[config.mk]
export PLATFORM = sky130hd
export DESIGN_NAME = ram_port_arbiter
export DESIGN_NICKNAME = d
export VERILOG_FILES = /design/src/rtl/comp16_mem_pkg.sv /design/src/rtl/ram_port_arbiter_rr_pick.sv /design/src/rtl/ram_port_arbiter.sv
export SDC_FILE = /design/constraint.sdc
export NUM_CORES = 1
export LEC_CHECK = 0
export ABC_AREA = 1
export BUFFER_PORTS_ARGS = -buffer_cell sky130_fd_sc_hd__buf_2
export CORE_MARGIN = 1
export CORE_UTILIZATION = 43
export DETAILED_ROUTE_END_ITERATION = 7
export PLACE_DENSITY = 0.89
export SKIP_LAST_GASP = 1
export SLEW_MARGIN = 10
export SYNTH_ARGS = -nofsm -noshare
export SYNTH_HDL_FRONTEND = slang
export SYNTH_SLANG_ARGS = --single-unit
[constraint.sdc]
create_clock -name clk -period 3.6 [get_ports clk]
set_input_delay 0 -clock clk [delete_from_list [all_inputs] [get_ports clk]]
set_output_delay 0 -clock clk [all_outputs]
set_load 0.02 [all_outputs]
[src/rtl/comp16_mem_pkg.sv]
// Shared constants and types for the comp16 data-memory subsystem.
// Port B of the 64K x 16 data RAM is shared by the requesters listed here.
package comp16_mem_pkg;

   localparam int ADRS_W = 16;
   localparam int DATA_W = 16;

   localparam int REQ_CPU = 0;
   localparam int REQ_DMA = 1;
   localparam int REQ_VID = 2;

   localparam int LOCK_MAX_DEF = 16;

   typedef enum logic {
      LK_FREE,
      LK_HELD
   } lkState_t;

   // Width of an encoded requester index; at least one bit.
   function automatic int idxW(input int n);
      return (n > 1) ? $clog2(n) : 1;
   endfunction

endpackage

[src/rtl/ram_port_arbiter_rr_pick.sv]
// Combinational round-robin picker: the first set mask bit after rrLast,
// wrapping modulo NREQ, wins.
module rr_pick
   import comp16_mem_pkg::*;
#(
   parameter int NREQ = 3,
   parameter int IW   = idxW(NREQ)
) (
   input  logic [NREQ-1:0] reqMask,
   input  logic [IW-1:0]   rrLast,
   output logic [NREQ-1:0] gntOh,
   output logic [IW-1:0]   gntIdx,
   output logic            gntAny
);

   localparam int unsigned NREQ_U = NREQ;

   int unsigned base;
   int unsigned j;
   logic [IW-1:0] jIdx;

   always_comb begin
      gntOh  = '0;
      gntIdx = '0;
      gntAny = 1'b0;
      base   = 32'(rrLast);
      j      = 0;
      jIdx   = '0;
      for (int unsigned k = 1; k <= NREQ_U; k++) begin
         j    = (base + k) % NREQ_U;
         jIdx = IW'(j);
         if (!gntAny && reqMask[jIdx]) begin
            gntAny      = 1'b1;
            gntOh[jIdx] = 1'b1;
            gntIdx      = jIdx;
         end
      end
   end

endmodule

[src/rtl/ram_port_arbiter.sv]
// Round-robin arbiter sharing data RAM port B between NREQ requesters, with a
// bounded read-modify-write lock and 1-cycle read-data return routing.
module ram_port_arbiter
   import comp16_mem_pkg::*;
#(
   parameter int NREQ     = 3,
   parameter int LOCK_MAX = LOCK_MAX_DEF
) (
   input  logic                     clk,
   input  logic                     rst,
   input  logic [NREQ-1:0]          req,
   input  logic [NREQ-1:0]          we,
   input  logic [NREQ*ADRS_W-1:0]   adrs,
   input  logic [NREQ*DATA_W-1:0]   wdata,
   input  logic [NREQ-1:0]          lock,
   output logic [NREQ-1:0]          gnt,
   output logic [NREQ-1:0]          rvalid,
   output logic [DATA_W-1:0]        rdata,
   output logic [ADRS_W-1:0]        ram_adrs,
   output logic [DATA_W-1:0]        ram_data,
   output logic                     ram_we,
   input  logic [DATA_W-1:0]        ram_val
);

   localparam int            IW       = idxW(NREQ);
   localparam logic [7:0]    CNT_LAST = 8'(LOCK_MAX - 1);
   localparam logic [7:0]    CNT_SAT  = 8'(LOCK_MAX);
   localparam logic [IW-1:0] LAST_RST = IW'(NREQ - 1);

   logic [IW-1:0]   rrLast;
   lkState_t        lkState, lkStateNext;
   logic [IW-1:0]   lkOwner, lkOwnerNext;
   logic [7:0]      lkCnt, lkCntNext;

   logic [NREQ-1:0] ownerOh, eligible, pickOh;
   logic [IW-1:0]   pickIdx;
   logic            pickAny, xfer;

   // While locked, only the owner is presented to the picker.
   always_comb begin
      ownerOh          = '0;
      ownerOh[lkOwner] = 1'b1;
      eligible         = (lkState == LK_HELD) ? (req & ownerOh) : req;
   end

   rr_pick #(
      .NREQ (NREQ),
      .IW   (IW)
   ) picker (
      .reqMask (eligible),
      .rrLast  (rrLast),
      .gntOh   (pickOh),
      .gntIdx  (pickIdx),
      .gntAny  (pickAny)
   );

   assign xfer     = pickAny & ~rst;
   assign gnt      = xfer ? pickOh : '0;
   assign ram_we   = xfer & we[pickIdx];
   assign ram_adrs = xfer ? adrs[pickIdx*ADRS_W +: ADRS_W] : '0;
   assign ram_data = xfer ? wdata[pickIdx*DATA_W +: DATA_W] : '0;
   assign rdata    = ram_val;

   always_comb begin
      lkStateNext = lkState;
      lkOwnerNext = lkOwner;
      lkCntNext   = lkCnt;
      unique case (lkState)
         LK_FREE: begin
            if (xfer && lock[pickIdx]) begin
               lkStateNext = LK_HELD;
               lkOwnerNext = pickIdx;
               lkCntNext   = '0;
            end
         end
         LK_HELD: begin
            if (!lock[lkOwner] || lkCnt == CNT_LAST) begin
               lkStateNext = LK_FREE;
               lkCntNext   = '0;
            end else if (lkCnt != CNT_SAT) begin
               // Release at CNT_LAST normally pre-empts saturation.
               lkCntNext = lkCnt + 8'd1;
            end
         end
         default: lkStateNext = LK_FREE;
      endcase
   end

   always_ff @(posedge clk or posedge rst) begin
      if (rst) begin
         rrLast  <= LAST_RST;
         lkState <= LK_FREE;
         lkOwner <= '0;
         lkCnt   <= '0;
         rvalid  <= '0;
      end else begin
         if (xfer) rrLast <= pickIdx;
         lkState <= lkStateNext;
         lkOwner <= lkOwnerNext;
         lkCnt   <= lkCntNext;
         rvalid  <= gnt & ~we;
      end
   end

endmodule

Word level (Yosys, flattened, before mapping):

Index checks and enable logic that the tools add are counted.

* logic and storage cells: 89
* register bits: 16
* input bits: 123

* equal/unequal tests: 4
* reduce and logical (&&, ||, !) cells: 13
* shift operators: 2
* add/subtract/negate cells: 4
* divide/modulo/power cells: 3
* muxes and demuxes: 40
* bitwise gates (word level): 9
* magnitude comparators: 9

Operator list (number)
* remainder unit 32 x 2 -> 32 bit (second input constant): 3
* variable part select 48 x 7 -> 16 bit: 2
* 2-to-1 mux 16 bit: 2
* 2-to-1 mux 8 bit: 3
* one-hot mux 8 bit (2 select lines): 1
* < comparator 2 x 3 -> 1 bit (second input constant): 5
* 2-to-1 mux 1 bit: 15
* 2-to-1 mux 3 bit: 5
* binary-select mux 1 bit (select 2 bit): 6
* adder 8 x 1 -> 8 bit (second input constant): 1
* demux 1 bit (select 2 bit): 4
* equality test 8 x 4 -> 1 bit (second input constant): 1
* >= comparator 2 x 1 -> 1 bit (second input constant): 4
* inequality test 8 x 5 -> 1 bit (second input constant): 1
* logical AND 1 bit: 7
* adder 2 x 2 -> 3 bit (second input constant): 2
* bitwise AND 3 bit: 2
* 2-to-1 mux 2 bit: 3
* bitwise OR 3 bit: 2
* AND reduction 2 bit: 2
* adder 2 x 1 -> 3 bit (second input constant): 1
* zero test 1 bit: 3
* inequality test 3 x 1 -> 1 bit (second input constant): 1
* inverter 3 bit: 1
* 5 further kinds: 7

Longest topological paths before layout:

Gate-level depths: netlist of run 1.

* depth in word-level cells: 20
* mapped depth: 19
* mapped depth without buffers: 19

Hierarchy:

Synthesis of run 1 repeated with hierarchy kept, for this count alone.

* cell total of the unflattened synthesis: 324
* area total of the unflattened synthesis: 2175.8 um^2

Modules (own cells, without submodules)
* ram_port_arbiter: cells an instance 260, instances 1, area each 1846.8 um^2
* rr_pick: cells an instance 64, instances 1, area each 329.1 um^2

Worst setup path after synthesis of run 1:

No wires, ideal clock.

* path type: register -> output
* start point: register rrLast[1]
* end point: output ram_data[10]
* stages on the path, launching flop included: 15
* data required time: 3.600 ns
* path slack: 1.295 ns
* arrival time: 2.305 ns
* path through: dfstp_2 > ha_1 > inv_1 > nand3_1 > nand2_1 > nand2_1 > nand2_1 > nand3_1 > nand2_2 > nand2_2 > buf_6 > buf_4 > nor2_1 > o21ai_1 > a21oi_1

* cells in the longest elaborated chain, start to end: 13
* elaborated cells between the ends (all ways): 25
* classes of those cells: add/sub (3); div (3); shift (1); mux (13); bitwise (1); reduce/logical (4)

Ends and longest elaborated chain
* start, declared: RTL line ram_port_arbiter.sv:30 `logic [IW-1:0] rrLast;`
* start signal, assigned: RTL line ram_port_arbiter.sv:97 `if (xfer) rrLast <= pickIdx;`
* adder 2 x 1 -> 3 bit: RTL line ram_port_arbiter_rr_pick.sv:30 `j = (base + k) % NREQ_U;`
* remainder unit 32 x 2 -> 32 bit: RTL line ram_port_arbiter_rr_pick.sv:30
* binary-select mux 1 bit (select 2 bit): RTL line ram_port_arbiter_rr_pick.sv:32 `if (!gntAny && reqMask[jIdx]) begin`
* 2-to-1 mux 1 bit (implied by the code): RTL line ram_port_arbiter_rr_pick.sv:32
* 2-to-1 mux 1 bit: RTL line ram_port_arbiter_rr_pick.sv:32
* zero test 1 bit: RTL line ram_port_arbiter_rr_pick.sv:32
* logical AND 1 bit: RTL line ram_port_arbiter_rr_pick.sv:32
* 2-to-1 mux 1 bit: RTL line ram_port_arbiter_rr_pick.sv:32
* zero test 1 bit: RTL line ram_port_arbiter_rr_pick.sv:32
* logical AND 1 bit: RTL line ram_port_arbiter_rr_pick.sv:32
* 2-to-1 mux 2 bit or 2-to-1 mux 1 bit (tied branches): RTL line ram_port_arbiter_rr_pick.sv:32
* variable part select 48 x 7 -> 16 bit or bitwise AND 1 bit (tied branches): RTL line ram_port_arbiter.sv:61, ram_port_arbiter.sv:57
* 2-to-1 mux 16 bit (*): RTL line ram_port_arbiter.sv:61 `assign ram_data = xfer ? wdata[pickIdx*DATA_W +: DATA_W] : '0;`
* end, declared: RTL line ram_port_arbiter.sv:20 `output logic [DATA_W-1:0] ram_data,`

Every way passes the cells marked *; elsewhere a longest branch is shown, timed or not. The select of a mux whose other input is x is not followed.

Worst setup path in the final report of run 1:

* start point: register rrLast[1]
* end point: output ram_data[15]

The elaborated chain is that of the path after synthesis.

==> metrics, run 1 <==
worst r2r src=rrLast[1]; Hold Path Cell Cnt=0; crit path time final=3.20 ns; post-synthesis sequential area ratio=between 10% and 20%; PwrDens=roughly 1400 mW/mm²; routed len/inst=around 14 µm; register area=around 400 µm²; Cells after Synth=375; Clock transition at path regs=around 0.060 ns; number of flops mapped to enable cells by yosys=0; CTS H-tree lvls=1; Adder-Cell Fraction of Synth Area=3.49%; simple-gate portion of the synthesized area=approximately two fifths; Setup Crit Path Kind=register to output port; Final GP Congestion=roughly 0.97; die height=between 70 and 80 µm; critical path fanouts, max=37; Core Rows=25; CTS resizes=0; post-route cell area=between 0.002 and 0.003 mm²; share of total power in the clock network=3.8%; xor/xnor share of the synthesized area=1.22%; fill cell total of the finished layout=a little under 500; reg-to-reg endpoint=lkCnt[4]; Synth area leader=dfrtp_1; Buffers on Ports=around 150; top_reg_cell synth=dfrtp_1; Power Internal=1.39 mW; Synth Area per Inst=5.73 µm²; vias per cell=~5.2; RSZ-0062 raised after global routing=no; Setup Fix Bufs, Post-CTS=0; via count=between 2,000 and 3,000; IR drop worst, VDD=0.756 mV; Final nets=~630; CP arrival=around 3.2 ns; status=complete, no violations; top cells by count, synth=nand2_1, nor2_1, a21oi_1; Hold Buf Count CTS=3; relative slew slack=between 50% and 60%; Clk Tree Root Cell=clkbuf_8; Hold Crit Endpoint=rdata[5]; post-synth top area share=approximately 17%; Sw Pwr=approximately 2.5 mW; Hold Worst Slack=roughly 0.0000077 ns; final setup fails=0; sequential share of power=between 6 and 7%; initial antenna violation count=2; CTS Buffer Depth=2; max-slew violation count=0; # clock sinks=16; Num CTS Buffers=3; Area Growth Syn to Fin=31.7%; total grt overflow=0; count of final hold-check violations=0; switching share of total power=roughly 64%; dpl cell area=~0.0028 mm²; io pins=roughly 180; Clock Skew=0.00245 ns; Routed Antenna Nets=0; number of remaining DRC errors=0; r2r setup slk=between 0.7 and 0.8 ns; hold wc startpoint=ram_val[5]; largest family of logic cells by synthesized area=simple AND/OR/NAND/NOR gates; core area=roughly 0.0048 mm²; post-synth cell types=30; multiplexer area fraction after synthesis=0%; startpoint types=register; share of cells above drive strength 1=34.1%; Chip Width=approximately 73 µm; Static Leak=between 1.5 and 2 nW; clock latency on the worst-skew pair=0.26 ns; final wirelength=between 7000 and 8000 µm; diode count=0; CTS tree=done; Max Cap Violations=0; fmax=roughly 310 MHz; crit end category=output port; Hold WC Path Type=primary input to output port; #FFs+latches synth=16; vias in the first global route=2,476; first-pass GRT wire length=between 10,000 and 15,000 µm; Combinational Power Share=between 80 and 90%; Finished Core Util=~60%; Initial DRT Pass Iterations=5; R2R depth=17; share of the clock period used by the worst path=between 80 and 90%; Initial Util=a little under half; gr usage total=about 29%; Synthesized Nets=about 500; Worst Path Required=approximately 3.6 ns; asr flop ratio synth=100%; post-synthesis cell area=about 0.0021 mm²; die area=roughly 0.0053 mm²; pin count of the biggest net entering global routing=44; Synth Area in Compound Gates=20.1%; DRT iter0 DRCs=195; DPL Wire Length=6200 µm; area of the multi-input gates=0.00143 mm²; setup tns final=0 ns; top-count cell post-synth=nand2_1; top cells by area, synth=dfrtp_1, nand2_1, nor2_1, a21oi_1, o21ai_1; Ys Warns=0; measured slew at the worst slew-check pin=approximately 0.7 ns
-- logic make-up after synthesis --
kind of cell | count (synthesis)
and+or+nand+nor | 210
xor gates and xnor gates | 3
buffers and inverters | 56
DFF | 16
adders and majority gates | 6
AOI/OAI and AO/OA | 84
-- cells in the final DEF, fill, tap and decap left out, types with 2 or more instances in the layout --
cell type,instances
a21oi_1,39
buf_2,145
clkbuf_8,3
dfrtp_1,15
dlygate4sd3_1,3
ha_1,6
inv_1,20
inv_2,2
nand2_1,87
nand2_2,7
nand2_4,4
nand3_1,22
nand3_2,2
nand4_1,4
nor2_1,79
nor3_1,3
o21ai_0,11
o21ai_1,30
xnor2_1,2
-- flip-flops by register name (all words and copies together), names as in the netlist --
signal / count
lkState: 1
rrLast: 2
lkOwner: 2
rvalid: 3
lkCnt: 8
-- worst max-delay path by stage --
| stage | from | to | cells after the start |
|---|---|---|---|
| 2_1_floorplan | rrLast[1] | ram_data[10] | 14 |
| 3_3_place_gp | rrLast[1] | ram_data[15] | 15 |
| 3_5_place_dp | rrLast[1] | ram_data[15] | 15 |
| 4_1_cts | rrLast[1] | ram_data[15] | 15 |
| 5_1_grt | rrLast[0] | ram_data[15] | 16 |
| 6_report | rrLast[1] | ram_data[15] | 15 |
-- layout make-up --
cell class | count | share of cell area [%]
Timing Repair Buffer | 150 | 27.7
Inverter | 23 | 3.14
Sequential cell | 16 | 14.2
Multi-Input combinational cell | 303 | 50.5
Tap cell | 67 | 2.96
Clock buffer | 4 | 1.59
-- power by group through the flow --
stage	combinational (mW)	clock (mW)	sequential [mW]
finish	3.48	0.146	0.265
global route	3.84	0.147	0.270
CTS	3.45	0.145	0.265
detailed placement	3.44	0	0.269
global placement	3.36	0	0.265
floorplan	2.76	0	0.275
-- worst max-delay path, stage by stage, from the launching register on --
cell     delay (ns)
dfstp_2        0.56
ha_1           0.30
inv_1          0.15
nand3_1        0.10
nand2_1        0.12
nand2_1        0.06
nand2_1        0.14
nand3_1        0.13
nand2_2        0.13
nand2_4        0.24
inv_4          0.35
nor2_1         0.08
nor2_1         0.08
o21ai_0        0.08
a21oi_1        0.21
buf_2          0.21
-- per-layer routing --
metal	wire [µm]	up-vias	part of all wire [%]	GRT usage (%)
met5	13	-	0.16	0
met4	129	2	1.6	9.59
met3	701	21	8.9	4.14
met2	3550	165	45	44.2
met1	3500	1283	44	40.7
li1	-	1439	-	-
-- per-stage QoR --
step	instances	setup WS [ns]	power (mW)
floorplan	375	1.30	3.03
global placement	556	0.838	3.63
detailed placement	556	0.697	3.71
CTS	563	0.428	3.86
global route	563	0.127	4.25
finish	563	0.396	3.89
Power figures use the tool's default switching activity.
==> inputs of run 2 (changes only) <==
==> constraint.sdc (replaced) <==
create_clock -name clk -period 3.9 [get_ports clk]
set_input_delay 0 -clock clk [delete_from_list [all_inputs] [get_ports clk]]
set_output_delay 0 -clock clk [all_outputs]
set_load 0.02 [all_outputs]
==> run 2 against run 1 <==
Clock power is 3% higher; sequential share of layout area about the same; register-to-register slack gained 0.16 ns; combinational power shrank 8.9%; global-route usage grew 0.74 points; clock skew increased by 0.0045 ns; die area unchanged; via count fell by 1.5%; cell area barely moved.
==> metrics, run 2 (synthesis results as in run 1) <==
Area Growth Syn to Fin=31.6%; total grt overflow=0; top flop regs=lkCnt (8), rvalid (3); Finished Core Util=59.5%; final wirelength=between 7000 and 8000 µm; setup tns final=0 ns; R2R depth=17; share of the clock period used by the worst path=between 80 and 90%; status=complete, no violations; PwrDens=around 1300 mW/mm²; hold wc startpoint=ram_val[5]; die area=0.00529 mm²; max-slew violation count=0; Setup Crit Path Kind=register to output port; crit end category=output port; relative slew slack=between 40% and 50%; Routed Antenna Nets=0; gr usage total=between 20 and 30%; most frequent cells in the layout=buf_2, nand2_1, nor2_1; vias in the first global route=roughly 2,400; Worst Path Required=about 4 ns; fmax=a little over 300 MHz; core area=around 0.0048 mm²; initial antenna violation count=0; Clock transition at path regs=approximately 0.070 ns; CTS Buffer Depth=2; CTS H-tree lvls=1; post-route cell area=0.00283 mm²; RSZ-0062 raised after global routing=no; Clk Tree Root Cell=clkbuf_8; Static Leak=around 1.6 nW; worst r2r src=rrLast[1]; io pins=between 150 and 200; # clock sinks=16; diode count=0; dpl cell area=~0.0027 mm²; Core Rows=25; critical path fanouts, max=44; dpl cells=556; Initial DRT Pass Iterations=5; crit path time final=about 3.3 ns; r2r setup slk=approximately 0.90 ns; Hold WC Path Type=primary input to output port; die height=72.7 µm; CP Capture Point=ram_data[15]; number of flip-flops in the largest register=8; Final nets=roughly 630; clock latency on the worst-skew pair=0.26 ns; startpoint types=register; largest register by flop count=lkCnt; Num CTS Buffers=3; Buffers on Ports=approximately 150; measured slew at the worst slew-check pin=around 0.75 ns; Max Cap Violations=0; DRT iter0 DRCs=271; non-filler cells in the finished layout=between 500 and 600; fill cell total of the finished layout=between 500 and 600; Clock Skew=0.00694 ns; vias per cell=slightly above 5; Chip Width=just over 70 µm; Critical Path Source=rrLast[1]; routed len/inst=14.1 µm; CTS tree=done; IR drop worst, VDD=between 0.6 and 0.7 mV; via count=about 2,900; final setup fails=0; reg-to-reg endpoint=lkCnt[5]; first-pass GRT wire length=11,900 µm; pin count of the biggest net entering global routing=45; number of remaining DRC errors=0; count of final hold-check violations=0; CP arrival=approximately 3.3 ns; commonest non-fill, non-tap cell in the layout=buf_2; DPL Wire Length=around 6300 µm; Final GP Congestion=just over 0.9; Initial Util=between 40% and 50%; share of cells above drive strength 1=approximately a third
==> run 2: cell count changes in the layout (fill, tap and decap cells not counted) <==
| cell | change |
|---|---|
| clkbuf_8 | +1 |
| buf_4 | +1 |
| buf_12 | -1 |
| clkbuf_1 | -1 |
==> run 2: worst max-delay path, stage by stage, from the launching register on <==
cell	delay (ns)
dfstp_2	0.56
ha_1	0.29
inv_1	0.14
nand3_1	0.12
nand2_1	0.12
nand2_1	0.05
nand2_1	0.13
nand3_1	0.12
nand2_2	0.10
nand2_2	0.43
buf_4	0.41
nor2_1	0.11
o21ai_0	0.07
a21oi_1	0.18
buf_2	0.20
==> run 2: metrics by stage <==
step	total power [mW]	setup WS (ns)	hold WS, ns
2_1_floorplan	2.80	1.60	-0.0788
3_3_place_gp	3.32	1.05	0.000149
3_5_place_dp	3.38	0.936	0.000149
4_1_cts	3.55	0.641	0.000149
5_1_grt	3.93	0.327	0.0000292
6_report	3.57	0.603	0.00000774
==> run 2: cell type report <==
cell class	count	area [µm²]	share of cell area, %
clock buffer	4	55.1	1.95
inverter	23	88.8	3.14
multi-input combinational	303	1430	50.5
sequential	16	402	14.2
tap	67	83.8	2.96
timing repair buffer	150	771	27.2
==> run 2: worst min path at each step <==
stage	to	slack (ns)	cells after the start
6_report	rdata[5]	0.000008	0
3_5_place_dp	rdata[7]	0.0001	0
2_1_floorplan	lkCnt[0]	-0.08	1
3_3_place_gp	rdata[7]	0.0001	0
4_1_cts	rdata[7]	0.0001	0
5_1_grt	rdata[6]	0.00003	0
==> run 2: per-layer routing <==
metal / routed length [µm] / share of wire, % / GRT usage (%) / vias to the layer above
met5: 0 / 0 / 0 / -
met4: 160 / 2.0 / 9.59 / 0
met3: 878 / 11 / 4.42 / 22
met2: 3540 / 45 / 46.1 / 171
met1: 3360 / 42 / 41.1 / 1236
li1: - / - / - / 1438
==> run 2: timing repair <==
action	CTS	global route
buffers inserted	0	0
hold endpoints to repair	17	0
gates resized for setup	0	0
hold buffers	3	0
==> run 2: report_power, final <==
group          leakage (nW)  total, mW  internal, mW  switching (mW)
Sequential            0.215      0.246         0.210          0.0361
Clock                0.0288      0.151        0.0897          0.0613
Combinational          1.32       3.17         0.975            2.20
==> inputs of run 3 (changes only) <==
--- a/config.mk
+++ b/config.mk
@@ -8,9 +8,9 @@
 export ABC_AREA = 1
 export BUFFER_PORTS_ARGS = -buffer_cell sky130_fd_sc_hd__buf_2
 export CORE_MARGIN = 1
-export CORE_UTILIZATION = 43
+export CORE_UTILIZATION = 40
 export DETAILED_ROUTE_END_ITERATION = 7
-export PLACE_DENSITY = 0.89
+export PLACE_DENSITY = 0.84
 export SKIP_LAST_GASP = 1
 export SLEW_MARGIN = 10
 export SYNTH_ARGS = -nofsm -noshare
==> constraint.sdc (replaced) <==
create_clock -name clk -period 3.3 [get_ports clk]
set_input_delay 0 -clock clk [delete_from_list [all_inputs] [get_ports clk]]
set_output_delay 0 -clock clk [all_outputs]
set_load 0.02 [all_outputs]
==> run 3 against run 2 <==
First-iteration DRC count decreased by 16%; total power up 19%; clock skew decreased by 0.0017 ns; global-route usage fell by 5.4 points; highest routed layer is now met5; clock power is 21% higher; critical path depth is 2 lower; critical endpoint is now ram_we; non-clock buffer count up 3; sequential share of layout area decreased by 0.16 points; cell area up 1.1%; worst hold slack hardly changed.
==> metrics, run 3 (synthesis results as in run 1) <==
final wirelength=between 7000 and 8000 µm; IR drop worst, VDD=~0.82 mV; Static Leak=between 1.5 and 2 nW; RSZ-0062 raised after global routing=no; Routed Antenna Nets=0; core area=about 0.005 mm²; startpoint types=register; Hold WC Path Type=primary input to output port; gr usage total=between 20% and 30%; reg-to-reg endpoint=lkCnt[6]; r2r setup slk=0.48 ns; crit end category=output port; Final nets=629; routed len/inst=between 10 and 15 µm; Final GP Congestion=between 0.9 and 1; Critical Path Source=rrLast[0]; die height=around 75 µm; DRT iter0 DRCs=227; vias per cell=roughly 5; DPL Wire Length=5870 µm; via count=about 2,800; Pwr Total=about 4.2 mW; relative slew slack=between 70 and 80%; R2R depth=16; io pins=178; die area=between 0.005 and 0.006 mm²; first-pass GRT wire length=~10,000 µm; Setup Fix Bufs, Post-CTS=0; CP arrival=2.95 ns; most frequent cells in the layout=buf_2, nand2_1, nor2_1; share of cells above drive strength 1=a little over a third; GRT met2 Usage=41.2%; PwrDens=between 1000 and 1500 mW/mm²; pin count of the biggest net entering global routing=39; setup tns final=0 ns; share of the clock period used by the worst path=89.2%; max-slew violation count=0; CTS tree=done; largest register by flop count=lkCnt; met1 usage=30.7%; Clock Skew=between 0.005 and 0.006 ns; Chip Width=75.3 µm; top flop regs=lkCnt (8), rvalid (3); Area Growth Syn to Fin=33.1%; Setup Crit Path Kind=register to output port; CTS H-tree lvls=1; Clock transition at path regs=roughly 0.070 ns; Clk Tree Root Cell=clkbuf_8; vias in the first global route=approximately 2,300; worst r2r src=rrLast[0]; CP Capture Point=ram_we; Core Rows=26; crit path time final=about 2.9 ns; # clock sinks=16; status=complete, no violations; number of flip-flops in the largest register=8; critical path fanouts, max=36; Initial Util=between 40% and 50%; Max Cap Violations=0; Num CTS Buffers=3; fmax=between 300 and 400 MHz; number of remaining DRC errors=0; count of final hold-check violations=0; initial antenna violation count=2; CTS Buffer Depth=2; total grt overflow=0; Initial DRT Pass Iterations=4; final setup fails=0; gr busiest metal=met2; Worst Path Required=3.30 ns; M3 GR Usage=under 10%; Buffers on Ports=roughly 150; diode count=0; measured slew at the worst slew-check pin=0.377 ns; clock latency on the worst-skew pair=~0.26 ns; commonest non-fill, non-tap cell in the layout=buf_2
[run 3: cell types whose count changed in the layout (fill, tap and decap cells not counted), sizes merged]
cell / previous run / this run
buf: 147 / 150
[run 3: repair_timing]
| action | CTS | global route |
|---|---|---|
| gates resized for setup | 0 | 1 |
| setup endpoints to repair | 0 | 7 |
| hold buffers | 3 | 0 |
| endpoints found under the hold margin | 18 | 0 |
[run 3: worst min path at each step]
| stage | start | depth (start not counted) | to |
|---|---|---|---|
| 2_1_floorplan | rst | 1 | lkCnt[0] |
| 3_3_place_gp | ram_val[3] | 0 | rdata[3] |
| 3_5_place_dp | ram_val[3] | 0 | rdata[3] |
| 4_1_cts | ram_val[3] | 0 | rdata[3] |
| 5_1_grt | ram_val[8] | 0 | rdata[8] |
| 6_report | ram_val[1] | 0 | rdata[1] |
[run 3: layer usage]
layer,part of all wire [%],routed length [µm]
met4,1.5,110
met3,8.9,666
met2,49,3690
met1,40,3010
met5,0.17,13
[run 3: layout make-up]
cell class                      count  area [µm²]
Clock buffer                        4        55.1
Sequential cell                    16         402
Multi-Input combinational cell    303        1430
Inverter                           23        88.8
Tap cell                           70        87.6
Timing Repair Buffer              153         793
Fill cell                         521        2280
[run 3: stage by stage]
step           instances  util (%)  worst slack, ns  cell area [µm²]  hold slack, ns
2_1_floorplan        375         -            0.995             2150         -0.0788
3_3_place_gp         562      53.9            0.627             2770        0.000137
3_5_place_dp         562      53.9            0.520             2770        0.000137
4_1_cts              569      55.6            0.273             2860        0.000137
5_1_grt              569      55.6            0.149             2860       0.0000292
6_report             569      55.6            0.355             2860      0.00000884
[run 3: where the power goes]
part | total [mW] | switching, mW | leakage (nW) | internal (mW)
Sequential | 0.292 | 0.0430 | 0.215 | 0.249
Combinational | 3.76 | 2.56 | 1.33 | 1.19
Clock | 0.183 | 0.0770 | 0.0288 | 0.106
Total | 4.23 | 2.68 | 1.58 | 1.55
[run 3: critical path, stage by stage, from the launching register on]
cell and delay [ns]:
dfrtp_1 0.38, inv_1 0.09, ha_1 0.41, inv_1 0.12, nand3_1 0.12, nand3_1 0.15
nand2_4 0.15, nand4_1 0.21, nand2_4 0.13, buf_4 0.35, o21ai_0 0.14, a21oi_1 0.21
buf_2 0.21
